### src/rtl/ff_mode_pkg.sv
// Shared mode encodings for the multi-mode flip-flop bank; no latency.
// Pure definitions, no flow control.
package ff_mode_pkg;

  typedef enum logic [1:0] {
    MODE_D  = 2'b00,
    MODE_T  = 2'b01,
    MODE_JK = 2'b10,
    MODE_SR = 2'b11
  } ff_mode_e;

endpackage

### src/rtl/ff_next_bit.sv
// Per-bit next-state logic for D/T/JK/SR behaviour; combinational, zero latency.
// No flow control; illegal flags an SR bit with S=R=1, which then holds.
module ff_next_bit
  import ff_mode_pkg::*;
(
  input  ff_mode_e i_mode,
  input  logic     i_j,
  input  logic     i_k,
  input  logic     i_q,
  output logic     o_q_next,
  output logic     o_illegal
);

  always_comb begin
    o_q_next  = i_q;
    o_illegal = 1'b0;
    case (i_mode)
      MODE_D:  o_q_next = i_j;
      MODE_T:  o_q_next = i_q ^ i_j;
      MODE_JK: begin
        case ({i_j, i_k})
          2'b01:   o_q_next = 1'b0;
          2'b10:   o_q_next = 1'b1;
          2'b11:   o_q_next = ~i_q;
          default: o_q_next = i_q;
        endcase
      end
      MODE_SR: begin
        case ({i_j, i_k})
          2'b01:   o_q_next = 1'b0;
          2'b10:   o_q_next = 1'b1;
          2'b11:   o_illegal = 1'b1;
          default: o_q_next = i_q;
        endcase
      end
      default: o_q_next = i_q;
    endcase
  end

endmodule

### src/rtl/multi_mode_ff_bank.sv
// Bank of WIDTH flip-flops with runtime-selectable D/T/JK/SR behaviour; 1-cycle update latency.
// No backpressure: en gates updates, clr clears, sticky err and saturating change counter.
module multi_mode_ff_bank
  import ff_mode_pkg::*;
#(
  parameter int WIDTH = 8,
  parameter int CNT_W = 16
) (
  input  logic             clk,
  input  logic             rst,
  input  logic             en,
  input  logic             clr,
  input  logic [1:0]       mode,
  input  logic [WIDTH-1:0] J,
  input  logic [WIDTH-1:0] K,
  input  logic             err_clr,
  output logic [WIDTH-1:0] Q,
  output logic [WIDTH-1:0] Qb,
  output logic             err,
  output logic [CNT_W-1:0] chg_cnt
);

  localparam logic [CNT_W-1:0] CNT_MAX = '1;

  logic [WIDTH-1:0] r_q;
  logic             r_err;
  logic [CNT_W-1:0] r_chg_cnt;

  ff_mode_e         w_mode;
  logic [WIDTH-1:0] w_bit_next;
  logic [WIDTH-1:0] w_bit_illegal;
  logic [WIDTH-1:0] w_q_next;
  logic             w_err_set;
  logic             w_changed;

  assign w_mode = ff_mode_e'(mode);

  for (genvar gi = 0; gi < WIDTH; gi++) begin : g_bit
    ff_next_bit u_next (
      .i_mode   (w_mode),
      .i_j      (J[gi]),
      .i_k      (K[gi]),
      .i_q      (r_q[gi]),
      .o_q_next (w_bit_next[gi]),
      .o_illegal(w_bit_illegal[gi])
    );
  end

  // clr beats en; en=0 holds the bank.
  always_comb begin
    w_q_next = r_q;
    if (clr) begin
      w_q_next = '0;
    end else if (en) begin
      w_q_next = w_bit_next;
    end
  end

  assign w_err_set = en && !clr && (w_mode == MODE_SR) && (|w_bit_illegal);
  assign w_changed = (w_q_next != r_q);

  always_ff @(posedge clk or negedge rst) begin
    if (!rst) begin
      r_q       <= '0;
      r_err     <= 1'b0;
      r_chg_cnt <= '0;
    end else begin
      r_q <= w_q_next;
      // A coincident set outranks err_clr so no illegal event is lost.
      if (w_err_set) begin
        r_err <= 1'b1;
      end else if (err_clr) begin
        r_err <= 1'b0;
      end
      if (w_changed && (r_chg_cnt != CNT_MAX)) begin
        r_chg_cnt <= r_chg_cnt + 1'b1;
      end
    end
  end

  assign Q       = r_q;
  assign Qb      = ~r_q;
  assign err     = r_err;
  assign chg_cnt = r_chg_cnt;

endmodule

### config.mk
export PLATFORM = sky130hd
export DESIGN_NAME = multi_mode_ff_bank
export DESIGN_NICKNAME = d
export VERILOG_FILES = /design/src/rtl/ff_mode_pkg.sv /design/src/rtl/ff_next_bit.sv /design/src/rtl/multi_mode_ff_bank.sv
export SDC_FILE = /design/constraint.sdc
export NUM_CORES = 1
export LEC_CHECK = 0
export CAP_MARGIN = 25
export CORE_UTILIZATION = 35
export CTS_CLUSTER_SIZE = 24
export DETAILED_ROUTE_END_ITERATION = 7
export GPL_ROUTABILITY_DRIVEN = 0
export GPL_TIMING_DRIVEN = 0
export SYNTH_ARGS = -nofsm -noshare
export SYNTH_HDL_FRONTEND = slang
export SYNTH_SLANG_ARGS = --single-unit
### constraint.sdc
create_clock -name clk -period 4.59 [get_ports clk]
set_input_delay 0.459 -clock clk [delete_from_list [all_inputs] [get_ports clk]]
set_output_delay 0.459 -clock clk [all_outputs]
set_load 0.005 [all_outputs]
[Yosys cells after proc, flatten, opt, wreduce, memory -nomap -nowiden]
Cells that the tools add are included.
Storage, ports and cells
  ROM bits: 0
  output and inout port bits: 33
  bits in latches: 0
  input port bits: 23
  bits in registers: 25
  RAM bits: 0
  memories kept: 0
Cells by class
  shift-type cells: 0
  multiplexer cells: 44
  $mul: 0
  bitwise logic cells: 17
  equal/unequal tests: 29
  reduce and logical (&&, ||, !) cells: 8
  add/sub/neg operators: 1
  $lt $le $gt $ge: 0
  div/mod/pow operators: 0
Operator list (number)
  equality test 2 bit, second input constant: 18
  case mux 1 bit (4 select lines): 8
  case mux 1 bit (3 select lines): 8
  equality test 2 x 1 -> 1 bit, second input constant: 9
  two-way mux 1 bit: 18
  adder 16 x 1 -> 16 bit, second input constant: 1
  two-way mux 8 bit: 2
  inequality test 16 bit, second input constant: 1
  case mux 1 bit (2 select lines): 8
  inequality test 8 bit: 1
  inverter 1 bit: 8
  inverter 8 bit: 1
  OR reduction 8 bit: 1
  XOR 1 bit: 8
  logical AND 1 bit: 4
  zero test 2 bit: 1
  nonzero test 2 bit: 1
  zero test 1 bit: 1

[Depth between registers and ports, before layout]
  depth after elaboration: 7
  mapped depth: 12

[Modules after synthesis]
Synthesis repeated with hierarchy kept, for this count alone.
Second synthesis, totals
  cells, all modules: 216
  area, all modules: 2080.7 um2
Modules (own cells, without submodules)
  multi_mode_ff_bank: instances 1, sequential area each 625.6 um2, cells each 136, area each 1370.1 um2
  ff_next_bit: instances 8, sequential area each 0.0 um2, cells each 10, area each 88.8 um2

[Least setup slack after synthesis]
OpenSTA, ideal clock, no wires.
  path type: input port to flip-flop
  start: input port K[0]
  end: register r_chg_cnt[5] (netlist: chg_cnt[5])
  data arrival time: 2.501 ns
  required time: 4.466 ns
  buffers on the path: 1
  stages on the path: 11
  setup slack: 1.965 ns
  path through: inv_1 > ha_1 > mux2_2 > o22ai_1 > o21ai_0 > o31ai_1 > o21ai_1 > and4b_1 > buf_6 > or4_4 > xnor2_2
Between the ends
  cells in the longest elaborated chain, start to end: 7
  elaborated cells between the ends (all ways): 10
  those cells by class: eq/ne: 4; mux: 5; reduce/logical: 1
RTL lines
  from (decl): RTL line multi_mode_ff_bank.sv:15  | input logic [WIDTH-1:0] K,
  equality test 2 bit, or another cell as far along: RTL line ff_next_bit.sv:21  | case ({i_j, i_k})
  case mux 1 bit (3 select lines) / case mux 1 bit (2 select lines) (equally long branches): RTL line ff_next_bit.sv:21, ff_next_bit.sv:29
  case mux 1 bit (4 select lines) (*): RTL line ff_next_bit.sv:17  | case (i_mode)
  two-way mux 8 bit (*): RTL line multi_mode_ff_bank.sv:54  | end else if (en) begin
  two-way mux 8 bit (*): RTL line multi_mode_ff_bank.sv:52  | if (clr) begin
  inequality test 8 bit (*): RTL line multi_mode_ff_bank.sv:60  | assign w_changed = (w_q_next != r_q);
  logical AND 1 bit (*): RTL line multi_mode_ff_bank.sv:75  | if (w_changed && (r_chg_cnt != CNT_MAX)) begin
  to (signal assigned): RTL line multi_mode_ff_bank.sv:76  | r_chg_cnt <= r_chg_cnt + 1'b1;
  to (decl): RTL line multi_mode_ff_bank.sv:27  | logic [CNT_W-1:0] r_chg_cnt;
Mark *: on every way between the ends. The rest lies on a longest branch, timed or not.
A chain may end at the register's enable or synchronous reset.

[Final worst setup path]
Same ends and word-level chain as after synthesis.

==> metrics <==
worst clock skew=about 0.0017 ns; Switch Pwr=between 0.3 and 0.4 mW; clk_lat worst skew=~0.27 ns; Pre-Repair DR Iteration Count=4; vias in the first global route=between 1500 and 2000; Max VDD drop=0.000159 V; # nets final=341; Core Region=5890 um^2; Critical Path End Type=flop; Hold WC Path Type=flop to flop; DRC viols=0; status=finished clean; Compound-Gate Fraction of Synth Area=17.0%; dpl hpwl=~4000 um; CP bufs+invs=3; final setup margin=1.48 ns; aggregate global routing overflow=0; worst slew pin tran=0.579 ns; CTS tree=yes; Post-Synth Adder-Cell Area=a little under an eighth; Final Non-Filler Cells=375; I/O pin total=56; leak pwr=roughly 1.2 nW; WL final=~5100 um; crit path cell chain=clkdlybuf4s50_1 > inv_1 > ha_1 > mux2_2 > o22ai_1 > o21ai_0 > o31ai_1 > o21ai_1 > and4b_1 > buf_6 > or4_4 > xnor2_2; Slew HR=61.3%; delay-heaviest family, CP=simple AND/OR/NAND/NOR gates; crit share post-route=67.7%; Max stage delay on crit path=roughly 0.54 ns; Via density=just over 5; final critical-path required period=3.11 ns; antenna viol nets, final=0; initial core utilization=36.2%; final hold vios=0; Seq. cell area=626 um^2; CP startpoint kind=input pin; Multi-input gate area=1280 um^2; global-route wire length before repair=8710 um; post-route cell area=roughly 2800 um^2; clock root buffer=clkbuf_8; Peak Freq=0.322 GHz; clock power share=14.3%; H-tree levels=1; largest net degree at the start of global routing=17; antenna violations before repair=0; maxcap violations=0; area share of the largest cell type after synthesis=29.3%; RSZ-0062 raised after global routing=false; Final Max Slew Viols=0; critical path's slowest cell=or4_4; Sw Share=34.0%; simple-gate share of the synthesized area=20.1%; Syn Nets=around 280; Fin Setup TNS=0 ns; Sequential Power Share=40.3%; CTS max path bufs=2; Total GRT Usage=17.2%; r2r worst-path depth=10; # placed instances=371; total CTS buffers=3; WHS Path Cells=1; Area Overhead vs Synth=32.7%; top cells by area, synth=dfrtp_1 29%, ha_1 10%, xor2_1 4.5%; Post-DP Area=roughly 2800 um^2; hold_buf cts=0; Routed WL per cell=13.5 um; Power, Total=0.884 mW; CTS clk-pin slew, worst paths=roughly 0.080 ns; Worst Path Arrival=roughly 3.3 ns; Syn Inst Count=242; FP Rows=28; CP Data Required Time=4.75 ns; CP Depth=12; Finished Core Util=48.1%; crit path kind=input pin to flop; cell taking the most area after synthesis=dfrtp_1; Cell Int Power=0.584 mW; DIE WIDTH=roughly 80 um; register area share after synthesis=29.3%; post-synthesis mux area share=about 6.3%; die span in y=around 80 um; main combinational cell family by area after synthesis=simple AND/OR/NAND/NOR gates; Post-CTS Setup Bufs=0; # diodes=0; XOR/XNOR Fraction of Synth Area=5.28%; clock sink count=25; #FFs+latches synth=25; CP Max Fanout=6; Ys Warns=0; Min Hold Slack=0.485 ns; synthesized cell area=~2100 um^2; Pwr Density=313 nW/um^2; proportion of layout cells with a drive suffix above 1=10.7%; Die Area=6410 um^2; routed vias=1933; Avg Synthesized Cell Area=approximately 8.8 um^2; Netlist cell types=50; Comb pwr share=45.4%; violation count after the first detailed-route iteration=134; filler cell count=583; I/O Buffers=53; Final setup viols=0; pre-CTS setup slack=between 1 and 1.5 ns; post_cts resized=0
[power groups by stage]
| stage | clock (mW) | combinational [mW] | sequential, mW |
|---|---|---|---|
| 5_1_grt | 0.143 | 0.448 | 0.369 |
| 6_report | 0.126 | 0.401 | 0.357 |
| 3_5_place_dp | 0 | 0.400 | 0.362 |
| 2_1_floorplan | 0 | 0.198 | 0.353 |
| 4_1_cts | 0.132 | 0.404 | 0.358 |
| 3_3_place_gp | 0 | 0.394 | 0.361 |
[layout make-up]
| cell class | instances | share of cell area (%) |
|---|---|---|
| Buffer | 21 | 5.48 |
| Multi-Input combinational cell | 178 | 45.4 |
| Tap cell | 75 | 3.32 |
| Inverter | 18 | 2.39 |
| Sequential cell | 25 | 22.1 |
| Timing Repair Buffer | 54 | 19.7 |
| Clock buffer | 4 | 1.59 |
[path summary, 6_finish.rpt]
check	startpoint	end	slack, ns
worst max-delay path	K[0]	chg_cnt[5]$_DFFE_PN0P_	1.48
worst min-delay path	chg_cnt[10]$_DFFE_PN0P_	chg_cnt[10]$_DFFE_PN0P_	0.49
worst max register to register	Q[0]$_DFF_PN0_	chg_cnt[5]$_DFFE_PN0P_	1.96
worst min register to register	chg_cnt[10]$_DFFE_PN0P_	chg_cnt[10]$_DFFE_PN0P_	0.49
max in group asynchronous	rst	Q[6]$_DFF_PN0_	3.56
min in group asynchronous	rst	chg_cnt[12]$_DFFE_PN0P_	0.56
[cells in the final DEF, fill, tap and decap left out, types with 4 or more instances in the layout]
| master | netlist | layout |
|---|---|---|
| a21oi_1 | 14 | 14 |
| a22oi_1 | 4 | 4 |
| buf_4 | 11 | 11 |
| buf_6 | 4 | 4 |
| clkbuf_1 | 4 | 5 |
| clkdlybuf4s50_1 | 0 | 53 |
| dfrtp_1 | 25 | 25 |
| ha_1 | 17 | 17 |
| inv_1 | 18 | 18 |
| mux2i_1 | 9 | 9 |
| nand2_1 | 9 | 9 |
| nand3_1 | 8 | 8 |
| nor2_1 | 15 | 15 |
| nor2b_1 | 4 | 4 |
| nor3_1 | 11 | 11 |
| nor3b_1 | 4 | 4 |
| nor4_1 | 5 | 5 |
| o21ai_0 | 9 | 9 |
| o21ai_1 | 6 | 6 |
| o221ai_1 | 4 | 4 |
| o22ai_1 | 4 | 4 |
| xor2_1 | 11 | 11 |
[synth_stat cells (all sizes together)]
master,n
nor2b,4
a2111oi,1
xnor2,1
nor2,16
a31oi,2
nor3b,4
a21oi,14
o21bai,1
nor4b,1
and2,1
o31ai,1
or4,1
nand2,10
buf,15
and4,3
a21boi,1
o32ai,2
ha,17
o22ai,4
o221ai,4
dfrtp,25
inv,18
o21ai,15
xor2,11
maj3,3
nand2b,3
o41ai,1
mux2i,9
clkbuf,6
and3,3
a22o,3
nand4b,1
a21o,1
a211oi,3
nand3,8
mux2,4
nor4,6
a22oi,4
nand4,2
nor3,11
or2,1
and4b,1
[logic make-up (layout without fill, tap and decap cells)]
group,count (synthesis),in the layout
adder cells (fa/ha/maj),20,20
multiplexers,13,13
flip-flops,25,25
XOR/XNOR,12,12
buffers and inverters,39,97
AO/OA/AOI/OAI,57,57
AND/OR/NAND/NOR,76,76
[flip-flops by register name (all words and copies together) (netlist names)]
signal   flops
Q            8
chg_cnt     16
err          1
[per-layer routing]
layer	part of all wire [%]	vias to the layer above	global-route usage (%)
li1	-	988	-
met1	51	896	25.3
met2	44	44	26.7
met3	4.6	5	2.50
met4	1.0	0	3.21
met5	0	-	0
Power figures use the tool's default switching activity.
